`src/rtl/mux32_pkg.sv`:
```
// Shared constants and types for the 32:1 mux scan controller.
// The index step helper keeps the up/down arithmetic in one place.
package mux32_pkg;

    localparam int WIDTH = 32;
    localparam int SEL_W = $clog2(WIDTH);

    typedef enum logic [1:0] {
        IDLE  = 2'd0,
        FETCH = 2'd1,
        SEND  = 2'd2,
        DONE  = 2'd3
    } scan_state_t;

    typedef logic [SEL_W-1:0] bit_idx_t;

    // The caller guarantees the index is never stepped past the end index,
    // so plain modulo arithmetic is sufficient here.
    function automatic bit_idx_t step_idx(input bit_idx_t idx, input logic up);
        bit_idx_t nxt;
        if (up) begin
            nxt = idx + bit_idx_t'(1);
        end else begin
            nxt = idx - bit_idx_t'(1);
        end
        return nxt;
    endfunction

endpackage

```
`src/rtl/mux32_scan_ctrl.sv`:
```
// Scans a captured word through an external 32:1 mux, one select per bit,
// and streams the sampled bits out over a valid/ready serial interface.
module mux32_scan_ctrl
    import mux32_pkg::*;
(
    input  logic             clk,
    input  logic             rst_n,
    input  logic             start_i,
    input  logic [WIDTH-1:0] word_i,
    input  logic [SEL_W-1:0] first_i,
    input  logic [SEL_W-1:0] last_i,
    input  logic             abort_i,
    output logic [WIDTH-1:0] mux_in_o,
    output logic [SEL_W-1:0] mux_sel_o,
    input  logic             mux_out_i,
    output logic             ser_bit_o,
    output logic             ser_valid_o,
    input  logic             ser_ready_i,
    output logic             ser_last_o,
    output logic             busy_o,
    output logic             done_o
);

    scan_state_t state;
    bit_idx_t    end_idx;
    logic        dir_up;

    // Scan FSM; every output is a register updated alongside the state.
    always_ff @(posedge clk or negedge rst_n) begin
        if (!rst_n) begin
            state       <= IDLE;
            mux_in_o    <= '0;
            mux_sel_o   <= '0;
            end_idx     <= '0;
            dir_up      <= 1'b0;
            ser_bit_o   <= 1'b0;
            ser_valid_o <= 1'b0;
            ser_last_o  <= 1'b0;
            busy_o      <= 1'b0;
            done_o      <= 1'b0;
        end else begin
            done_o <= 1'b0;
            // Abort wins over a same-cycle handshake and suppresses done.
            if (abort_i && (state != IDLE)) begin
                state       <= IDLE;
                ser_valid_o <= 1'b0;
                ser_last_o  <= 1'b0;
                busy_o      <= 1'b0;
            end else begin
                case (state)
                    IDLE: begin
                        if (start_i) begin
                            mux_in_o  <= word_i;
                            mux_sel_o <= first_i;
                            end_idx   <= last_i;
                            dir_up    <= (first_i <= last_i);
                            busy_o    <= 1'b1;
                            state     <= FETCH;
                        end else begin
                            state <= IDLE;
                        end
                    end
                    FETCH: begin
                        ser_bit_o   <= mux_out_i;
                        ser_last_o  <= (mux_sel_o == end_idx);
                        ser_valid_o <= 1'b1;
                        state       <= SEND;
                    end
                    SEND: begin
                        if (ser_ready_i) begin
                            ser_valid_o <= 1'b0;
                            ser_last_o  <= 1'b0;
                            if (ser_last_o) begin
                                done_o <= 1'b1;
                                state  <= DONE;
                            end else begin
                                mux_sel_o <= step_idx(mux_sel_o, dir_up);
                                state     <= FETCH;
                            end
                        end else begin
                            state <= SEND;
                        end
                    end
                    DONE: begin
                        busy_o <= 1'b0;
                        state  <= IDLE;
                    end
                    default: begin
                        ser_valid_o <= 1'b0;
                        ser_last_o  <= 1'b0;
                        busy_o      <= 1'b0;
                        state       <= IDLE;
                    end
                endcase
            end
        end
    end

endmodule

```
`config.mk`:
```
export PLATFORM = sky130hd
export DESIGN_NAME = mux32_scan_ctrl
export DESIGN_NICKNAME = d
export VERILOG_FILES = /design/src/rtl/mux32_pkg.sv /design/src/rtl/mux32_scan_ctrl.sv
export SDC_FILE = /design/constraint.sdc
export NUM_CORES = 1
export LEC_CHECK = 0
export BUFFER_PORTS_ARGS = -buffer_cell sky130_fd_sc_hd__buf_4
export CORE_MARGIN = 5
export CORE_UTILIZATION = 48
export DETAILED_ROUTE_END_ITERATION = 6
export GPL_TIMING_DRIVEN = 1
export PLACE_DENSITY = 0.79
export SLEW_MARGIN = 20
export SYNTH_ARGS = -nofsm -noshare
export SYNTH_HDL_FRONTEND = slang
export SYNTH_SLANG_ARGS = --single-unit
```
`constraint.sdc`:
```
create_clock -name clk -period 2 [get_ports clk]
set_input_delay 0.6 -clock clk [delete_from_list [all_inputs] [get_ports clk]]
set_output_delay 0.6 -clock clk [all_outputs]
set_load 0.05 [all_outputs]
```
# Yosys cells after proc, flatten, opt, wreduce, memory -nomap -nowiden
# Cells that the tools add are included.
[totals]
ff_bits = 50
inputBits = 48
out_inout_bits = 42
word_cells = 56
[op_classes]
n_addsub = 2
n_lt_le_gt_ge = 1
n_eq_ne = 9
n_mux = 22
bitwise_logic = 1
reduce_logical = 11
[ops]
columns = ["cell", "n"]
rows = [
  ["$mux 5", 4],
  ["$mux 1", 10],
  ["$pmux 5 s2", 1],
  ["$pmux 2 s4", 1],
  ["$mux 2", 3],
  ["$ne 2x2->1 const B", 3],
  ["$ne 3x3->1 const B", 2],
  ["$pmux 1 s2", 3],
  ["$reduce_and 2->1", 3],
  ["$reduce_bool 3->1", 2],
  ["$add 5x1->5 const B", 1],
  ["$eq 5x5->1", 1],
  ["$le 5x5->1", 1],
  ["$reduce_and 5->1", 1],
  ["$sub 5x1->5 const B", 1],
  ["$eq 2x2->1 const B", 2],
  ["$reduce_bool 2->1", 2],
  ["$reduce_and 3->1", 1],
  ["$eq 2x1->1 const B", 1],
  ["$logic_not 2->1", 1],
  ["$logic_and 1x1->1", 1],
  ["$not 1->1", 1],
]

# Longest topological paths before layout
# Gate-level depths: netlist of run 1.
[depth]
word_depth = 5
ltp_mapped = 7
ltp_nobuf = 7

# Least setup slack after synthesis of run 1
# No wires, ideal clock.
[synth_path]
path_kind = "register to register"
startpoint = "register mux_sel_o[0]"
endpoint = "register mux_sel_o[4]"
t_arrival_ns = 1.924
required_time_ns = 1.920
path_slack_ns = -0.003
stages_incl_launch_ff = 8
period_less_slack_ns = 2.003
path_cell_list = "dfrtp_1 > inv_1 > fa_1 > nor2b_1 > o22ai_1 > xnor2_1 > a21boi_1 > a2bb2oi_1"
[synth_between]
elab_chain_cells = 5
[synth_lines]
columns = ["element", "line_no", "source"]
rows = [
  ["start, declared", "mux32_scan_ctrl.sv:14", "output logic [SEL_W-1:0] mux_sel_o,"],
  ["start signal, assigned", "mux32_scan_ctrl.sv:54", "mux_sel_o <= first_i;"],
  ["start signal, assigned", "mux32_scan_ctrl.sv:77", "mux_sel_o <= step_idx(mux_sel_o, dir_up);"],
  ["$sub 5x1->5 / $add 5x1->5 (equally long branches)", "mux32_pkg.sv:24, mux32_pkg.sv:22", ""],
  ["$mux 5 *", "mux32_pkg.sv:21", "if (up) begin"],
  ["$mux 5 *", "mux32_scan_ctrl.sv:73", "if (ser_last_o) begin"],
  ["$mux 5 *", "mux32_scan_ctrl.sv:70", "if (ser_ready_i) begin"],
  ["$pmux 5 s2 *", "mux32_scan_ctrl.sv:50", "case (state)"],
]
# Mark *: on every way between the ends. The rest lies on a longest branch, timed or not. The select of a mux whose other input is x is not followed.
# A chain may end at the register's enable or synchronous reset.

# Final worst setup path of run 1
# Ends and elaborated chain as after synthesis.

==> key figures, run 1 <==
Outcome
  • Status: complete, no violations

Synthesis
  • Mapped cell area: 2306 um^2
  • Flops & latches, synth: 50
  • Warnings, synthesis: 0
  • Synth Net Count: approximately 230
  • Seq/Total Area, Yosys: 0.5426
  • Mean area per synthesized cell: 13.03 um^2
  • Post-Syn Instances: 177
  • Post-synthesis cell type count: 36

Routing
  • DRC Markers: 0
  • Pre-antenna DRT Iters: 4
  • First DRT Iteration DRCs: 52
  • Vias per std cell: approximately 5.0
  • Vias after detailed routing: between 1500 and 2000
  • Drt total wl: 5.043 mm
  • WL/cell: 15.56 um
  • Post-route ant nets: 0

Setup path
  • Worst EP arrival: around 1.9 ns
  • CP max FO: 4
  • CP Class: register to register
  • Required time of the critical path: 2.17 ns
  • Worst Setup Start Kind: register
  • CP Capture Type: register

STA
  • RSZ-0062 raised after global routing: false
  • F_max: 573.6 MHz
  • Final hold viol count: 0
  • Rel. slew slack: 0.5895
  • Post-layout min period: 1.743 ns
  • Finish-stage setup viols: 0
  • Hold Slack: 0.3112 ns
  • Final Max Tran Viols: 0
  • Period utilisation layout: 0.8717
  • Tightest Pin Transition: 0.6157 ns
  • Slack of the critical path: ~0.26 ns
  • Worst Skew: 0.006391 ns
  • Final setup TNS: 0 ns

Floorplanning
  • Row cnt: 25
  • Core area: 4692 um^2
  • Starting density of the core: 0.4915
  • Die Span X: 79.31 um
  • IO Count: 90
  • Die area: about 6300 um^2
  • Die height: 79.31 um

Flow run
  • MaxCap Viol Count: 0

CTS
  • CTS tree: done
  • Total CTS buffers: 5
  • Setup Buffers After CTS: 0
  • Root Buffer: clkbuf_8
  • CTS Buffer Depth: 2
  • H-tree depth: 2
  • CTS sink cnt: 50
  • Clk slew on worst S/H paths: 0.09 ns
  • Post-cts sizing count: 0
  • Clk Latency, worst-skew pair: 0.29 ns
  • Post-CTS Hold Buffers: 0

Pwr
  • Leakage: 1.489 nW
  • Pwr Density: 1290 nW/um^2
  • Worst VDD drop: ~550 uV

Global routing
  • Initial antenna violation count: 0
  • Vias in the first global route: roughly 1700
  • Global route total overflow: 0
  • Largest net degree at the start of global routing: 51
  • GRT Total Usage: 0.1658
  • First-pass GRT wire length: 8.073 mm

Cells and area
  • Area growth from synthesis to layout: 34.29%
  • Commonest non-fill, non-tap cell in the layout: buf_4
  • Fin cells: 324
  • Diodes inserted: 0
  • Nets@finish: 327
  • Layout cells sized above 1: 0.5148
  • Most used cells in the layout excluding fill and tap cells: buf_4, dfrtp_1, mux2_2
  • Cell area after layout: 3097 um^2

Place
  • Global placement routability congestion: 0.8106
  • HPWL after DPL: 3.904 mm
  • Setup Slack @ Placement: between 0.2 and 0.3 ns
  • IO buf count: between 80 and 90
  • Placed instance area: 3014 um^2
  • Dpl cells: 317

Min path
  • Worst min path class: input port to asynchronous set/reset pin
[per-stage QoR]
stage / utilization / power [mW]
finish: 0.6600 / 3.996
global route: 0.6600 / 4.214
CTS: 0.6600 / 4.045
detailed placement: 0.6424 / 3.473
global placement: 0.6424 / 3.433
floorplan: - / 2.855
[path summary, 6_finish.rpt]
kind | from | end | slack [ns] | cells past startpoint
setup / recovery | mux_sel_o[0] | mux_sel_o[4] | 0.26 | 7
min in group clk | mux_in_o[31] | mux_in_o[31] | 0.49 | 1
setup reg to reg | mux_sel_o[0] | mux_sel_o[4] | 0.26 | 7
max in group asynchronous | rst_n | mux_sel_o[0] | 1.24 | 1
hold / removal | rst_n | mux_in_o[19] | 0.31 | 1
hold reg to reg | mux_in_o[31] | mux_in_o[31] | 0.49 | 1
[metal layers]
layer,routed length (um),vias to the layer above,GRT usage,share of wire
met5,0,-,0,0
met4,84,0,0.05326,0.017
met3,282,6,0.03628,0.056
met2,2473,52,0.2744,0.49
met1,2202,759,0.2167,0.44
li1,-,810,-,-
[where the power goes]
group	internal, mW	switching (mW)	leakage, nW
logic	0.728	1.23	0.858
registers	1.28	0.190	0.586
clock network	0.242	0.326	0.0444
[cell usage after synthesis]
| cell type | count | share of area |
|---|---|---|
| a31o_2 | 1 | 0.0038 |
| o22ai_1 | 2 | 0.0054 |
| o211ai_1 | 2 | 0.0065 |
| o31ai_1 | 1 | 0.0033 |
| buf_4 | 1 | 0.0033 |
| fa_1 | 1 | 0.0087 |
| nand2b_1 | 2 | 0.0054 |
| a32oi_1 | 1 | 0.0038 |
| mux2_1 | 3 | 0.015 |
| nand2_1 | 7 | 0.011 |
| a21o_1 | 2 | 0.0065 |
| and4bb_1 | 1 | 0.0054 |
| nand4_1 | 1 | 0.0027 |
| nor3_1 | 1 | 0.0022 |
| xor2_1 | 2 | 0.0076 |
| a2bb2oi_1 | 1 | 0.0038 |
| nor2_1 | 5 | 0.0081 |
| nor3b_4 | 1 | 0.0081 |
| nor2_2 | 2 | 0.0054 |
| dfrtp_1 | 50 | 0.54 |
| ha_1 | 8 | 0.043 |
| nand3_1 | 2 | 0.0043 |
| buf_6 | 5 | 0.024 |
| nor2b_1 | 3 | 0.0081 |
| a31oi_1 | 1 | 0.0027 |
| mux2_2 | 35 | 0.17 |
| or2_1 | 1 | 0.0027 |
| o21ai_0 | 6 | 0.013 |
| a21oi_1 | 8 | 0.017 |
| nor4b_1 | 1 | 0.0038 |
| mux2i_1 | 1 | 0.0043 |
| o21a_1 | 1 | 0.0033 |
| a21boi_1 | 1 | 0.0033 |
| xnor2_1 | 5 | 0.019 |
| inv_1 | 11 | 0.018 |
| and3_1 | 1 | 0.0027 |
[critical path, cell delays in order, from the launching register on]
cell and delay (ns):
dfrtp_2 0.40, inv_1 0.09, fa_1 0.43, nor2b_1 0.16, o22ai_1 0.11, xnor2_1 0.20
a21boi_1 0.09, a2bb2oi_1 0.14
[flip-flops by register name, summed over array words and instances (netlist names)]
signal / flops
done_o: 1
end_idx: 5
dir_up: 1
busy_o: 1
mux_in_o: 32
state: 2
ser_last_o: 1
ser_valid_o: 1
ser_bit_o: 1
mux_sel_o: 5
[final cells by class]
type / instances / area (um^2)
Sequential cell: 50 / 1252
Inverter: 11 / 41.29
Clock buffer: 5 / 68.82
Multi-Input combinational cell: 110 / 949.7
Timing Repair Buffer: 92 / 703.2
Clock inverter: 2 / 13.76
Fill cell: 391 / 1595
Tap cell: 54 / 67.56
[cells by family (layout without fill, tap and decap cells)]
logic type | Yosys count | in the layout | share of synthesized area
multiplexers | 39 | 39 | 0.1899
adder cells (fa/ha/maj) | 9 | 9 | 0.05209
XOR/XNOR | 7 | 7 | 0.02659
buffers and inverters | 17 | 110 | 0.04558
AND/OR/NAND/NOR | 28 | 28 | 0.07054
AO/OA/AOI/OAI | 27 | 27 | 0.07271
flip-flops | 50 | 50 | 0.5426
(Power assumes the default switching activity.)
==> run 2: changes to the inputs <==
--- a/config.mk
+++ b/config.mk
@@ -7,10 +7,11 @@
 export LEC_CHECK = 0
 export BUFFER_PORTS_ARGS = -buffer_cell sky130_fd_sc_hd__buf_4
 export CORE_MARGIN = 5
-export CORE_UTILIZATION = 48
+export CORE_UTILIZATION = 50
+export CTS_BUF_LIST = sky130_fd_sc_hd__clkbuf_8
 export DETAILED_ROUTE_END_ITERATION = 6
 export GPL_TIMING_DRIVEN = 1
-export PLACE_DENSITY = 0.79
+export PLACE_DENSITY = 0.82
 export SLEW_MARGIN = 20
 export SYNTH_ARGS = -nofsm -noshare
 export SYNTH_HDL_FRONTEND = slang
==> run 2 against run 1 <==
Net effect: core utilization is 4.6 points higher; design area is 0.65% higher; clock-buffer cell count rose by 1; sequential power is essentially flat; via count rose by 1.2%; register-to-register slack got worse by 0.02 ns; global-route usage grew 0.26 points; critical path type unchanged; largest cell class unchanged; combinational power barely moved; cell count shrank 0.93%; sequential share of layout area shrank 0.26 points.
==> key figures, run 2 (synthesis gave the netlist of run 1 again) <==
STA
  • RSZ-0062 raised after global routing: false (unchanged)
  • Period utilisation layout: 0.8816 (was 0.8717)
  • Worst Skew: 0.005349 ns (was 0.006391 ns)
  • Post-layout min period: 1.763 ns (was 1.743 ns)
  • Slack of the critical path: 0.2368 ns (was 0.2566 ns)
  • Finish-stage setup viols: 0 (unchanged)
  • Final Max Tran Viols: 0 (unchanged)
  • Final hold viol count: 0 (unchanged)
  • Tightest Pin Transition: 0.6141 ns (was 0.6157 ns)
  • F_max: 567.1 MHz (was 573.6 MHz)
  • Rel. slew slack: 0.5906 (was 0.5895)
  • Final setup TNS: 0 ns (unchanged)

Global routing
  • Met3 Track Usage GR: 0.04282 (was 0.03628)
  • Met1 Use GR: 0.1969 (was 0.2167)
  • Initial antenna violation count: 0 (unchanged)
  • GR met2 Demand/Resource: 0.3038 (was 0.2744)
  • GRT Total Usage: 0.1684 (was 0.1658)
  • Most used routing layer: met2 (unchanged)
  • First-pass GRT wire length: 8.293 mm (was 8.073 mm)
  • Vias in the first global route: 1727 (was 1666)
  • Largest net degree at the start of global routing: 51 (unchanged)
  • Global route total overflow: 0 (unchanged)

Floorplanning
  • Die height: 77.91 um (was 79.31 um)
  • Core area: 4414 um^2 (was 4692 um^2)
  • Row cnt: 24 (was 25)
  • IO Count: 90 (unchanged)
  • Die Span X: 77.91 um (was 79.31 um)
  • Starting density of the core: 0.5224 (was 0.4915)
  • Die area: 6070 um^2 (was 6290 um^2)

Routing
  • Vias after detailed routing: 1647 (was 1627)
  • DRC Markers: 0 (unchanged)
  • Drt total wl: 5.063 mm (was 5.043 mm)
  • WL/cell: 15.77 um (was 15.56 um)
  • Post-route ant nets: 0 (unchanged)
  • First DRT Iteration DRCs: 55 (was 52)
  • Vias per std cell: 5.131 (was 5.022)
  • Pre-antenna DRT Iters: 4 (unchanged)

Cells and area
  • Most used cells in the layout excluding fill and tap cells: buf_4, dfrtp_1, mux2_2 (unchanged)
  • Nets@finish: 326 (was 327)
  • Area growth from synthesis to layout: 35.16% (was 34.29%)
  • Largest regs: mux_in_o: 32 flops, end_idx: 5 flops, mux_sel_o: 5 flops (unchanged)
  • Max FFs per register: 32 (unchanged)
  • Post-layout util: 0.7061 (was 0.6600)
  • Diodes inserted: 0 (unchanged)
  • Layout cells sized above 1: 0.5130 (was 0.5148)
  • Commonest non-fill, non-tap cell in the layout: buf_4 (unchanged)
  • Fillers: 346 (was 391)
  • Largest Register: mux_in_o (unchanged)

Setup path
  • Worst EP arrival: 1.94 ns (was 1.92 ns)
  • Critical R2R Launch: mux_sel_o[0] (unchanged)
  • Slowest cell on the critical path: fa_1 (unchanged)
  • CP Capture Type: register (unchanged)
  • Critical path's largest stage delay: 0.44 ns (was 0.43 ns)
  • CP Class: register to register (unchanged)
  • CP max FO: 4 (unchanged)
  • Required time of the critical path: 2.17 ns (about the same)
  • Reg2Reg Setup Slack: 0.24 ns (was 0.26 ns)
  • Worst Setup Start Kind: register (unchanged)
  • Reg2Reg Depth: 7 (unchanged)
  • Crit-path cells: inv_1 -> fa_1 -> nor2b_1 -> o22ai_1 -> xnor2_1 -> a21boi_1 -> a2bb2oi_1 (unchanged)
  • Critical R2R Capture: mux_sel_o[4] (unchanged)

CTS
  • H-tree depth: 2 (unchanged)
  • Post-CTS Hold Buffers: 0 (unchanged)
  • CTS sink cnt: 50 (unchanged)
  • Post-cts sizing count: 0 (unchanged)
  • Clk Latency, worst-skew pair: 0.29 ns (about the same)
  • CTS Buffer Depth: 2 (unchanged)
  • Setup Buffers After CTS: 0 (unchanged)
  • Total CTS buffers: 5 (unchanged)
  • CTS tree: done (unchanged)
  • Root Buffer: clkbuf_8 (unchanged)
  • Clk slew on worst S/H paths: 0.09 ns (about the same)

Pwr
  • Sw Pwr: 1.732 mW (was 1.749 mW)
  • Switching share of total power: 0.4188 (was 0.4378)
  • Flop pwr share: 0.354 (was 0.367)
  • Worst VDD drop: 850.1 uV (was 546.2 uV)
  • Int Power: 2.403 mW (was 2.246 mW)
  • Comb power frac: 0.475 (was 0.491)
  • Tot Pwr: 4.135 mW (was 3.996 mW)
  • Leakage: 1.496 nW (was 1.489 nW)
  • Clk pwr share: 0.171 (was 0.142)
  • Pwr Density: 1327 nW/um^2 (was 1290 nW/um^2)

Place
  • Global placement routability congestion: 0.8351 (was 0.8106)
  • Setup Slack @ Placement: 0.2440 ns (was 0.2696 ns)
  • HPWL after DPL: 3.980 mm (was 3.904 mm)
  • IO buf count: 89 (unchanged)

Min path
  • Worst min path class: input port to asynchronous set/reset pin (unchanged)

Outcome
  • Status: complete, no violations (unchanged)

Flow run
  • MaxCap Viol Count: 0 (unchanged)
[run 2: metal layers]
layer,share of wire,wire length [um]
met1,0.39,1950
met2,0.54,2720
met5,0,0
met4,0.011,57
met3,0.066,334
[run 2: worst max path at each step]
stage / to / slack [ns] / start / cells past startpoint
6_report: mux_sel_o[4] / 0.24 / mux_sel_o[0] / 7
5_1_grt: mux_sel_o[4] / 0.1 / mux_sel_o[0] / 7
4_1_cts: mux_sel_o[4] / 0.23 / mux_sel_o[0] / 7
3_5_place_dp: mux_sel_o[4] / 0.24 / mux_sel_o[0] / 7
3_3_place_gp: mux_sel_o[4] / 0.32 / mux_sel_o[0] / 7
2_1_floorplan: mux_sel_o[4] / 0.05 / mux_sel_o[1] / 7
[run 2: area by class of cell]
class / instances / area [um^2] / share of cell area
inverters: 11 / 41.29 / 0.01325
clock inverters: 1 / 30.03 / 0.009635
multi-input cells: 110 / 949.7 / 0.3047
flip-flops and latches: 50 / 1252 / 0.4018
repair buffers: 91 / 695.7 / 0.2232
well taps: 52 / 65.06 / 0.02088
clock buffers: 6 / 82.58 / 0.02650
[run 2: power groups by stage]
| stage | registers (mW) | logic [mW] | clock network [mW] |
|---|---|---|---|
| finish | 1.46 | 1.96 | 0.707 |
| floorplan | 2.27 | 0.588 | 0 |
| CTS | 1.47 | 1.99 | 0.729 |
| global placement | 1.47 | 1.96 | 0 |
| global route | 1.51 | 2.08 | 0.760 |
| detailed placement | 1.49 | 1.98 | 0 |
[run 2: worst max-delay path: cells and delay by family (launching register included)]
| family | cells | cell delay, ns |
|---|---|---|
| AO/OA/AOI/OAI | 3 | 0.35 |
| adder cells (fa/ha/maj) | 1 | 0.44 |
| AND/OR/NAND/NOR | 1 | 0.16 |
| buffers and inverters | 1 | 0.10 |
| XOR/XNOR | 1 | 0.21 |
| flip-flops | 1 | 0.39 |
[run 2: per-stage QoR]
step | instances | hold slack, ns | cell area, um^2
floorplan | 177 | 0.3044 | 2307
detailed placement | 314 | 0.4812 | 3004
CTS | 321 | 0.3346 | 3117
finish | 321 | 0.3186 | 3117
global placement | 314 | 0.4683 | 3004
global route | 321 | 0.3613 | 3117
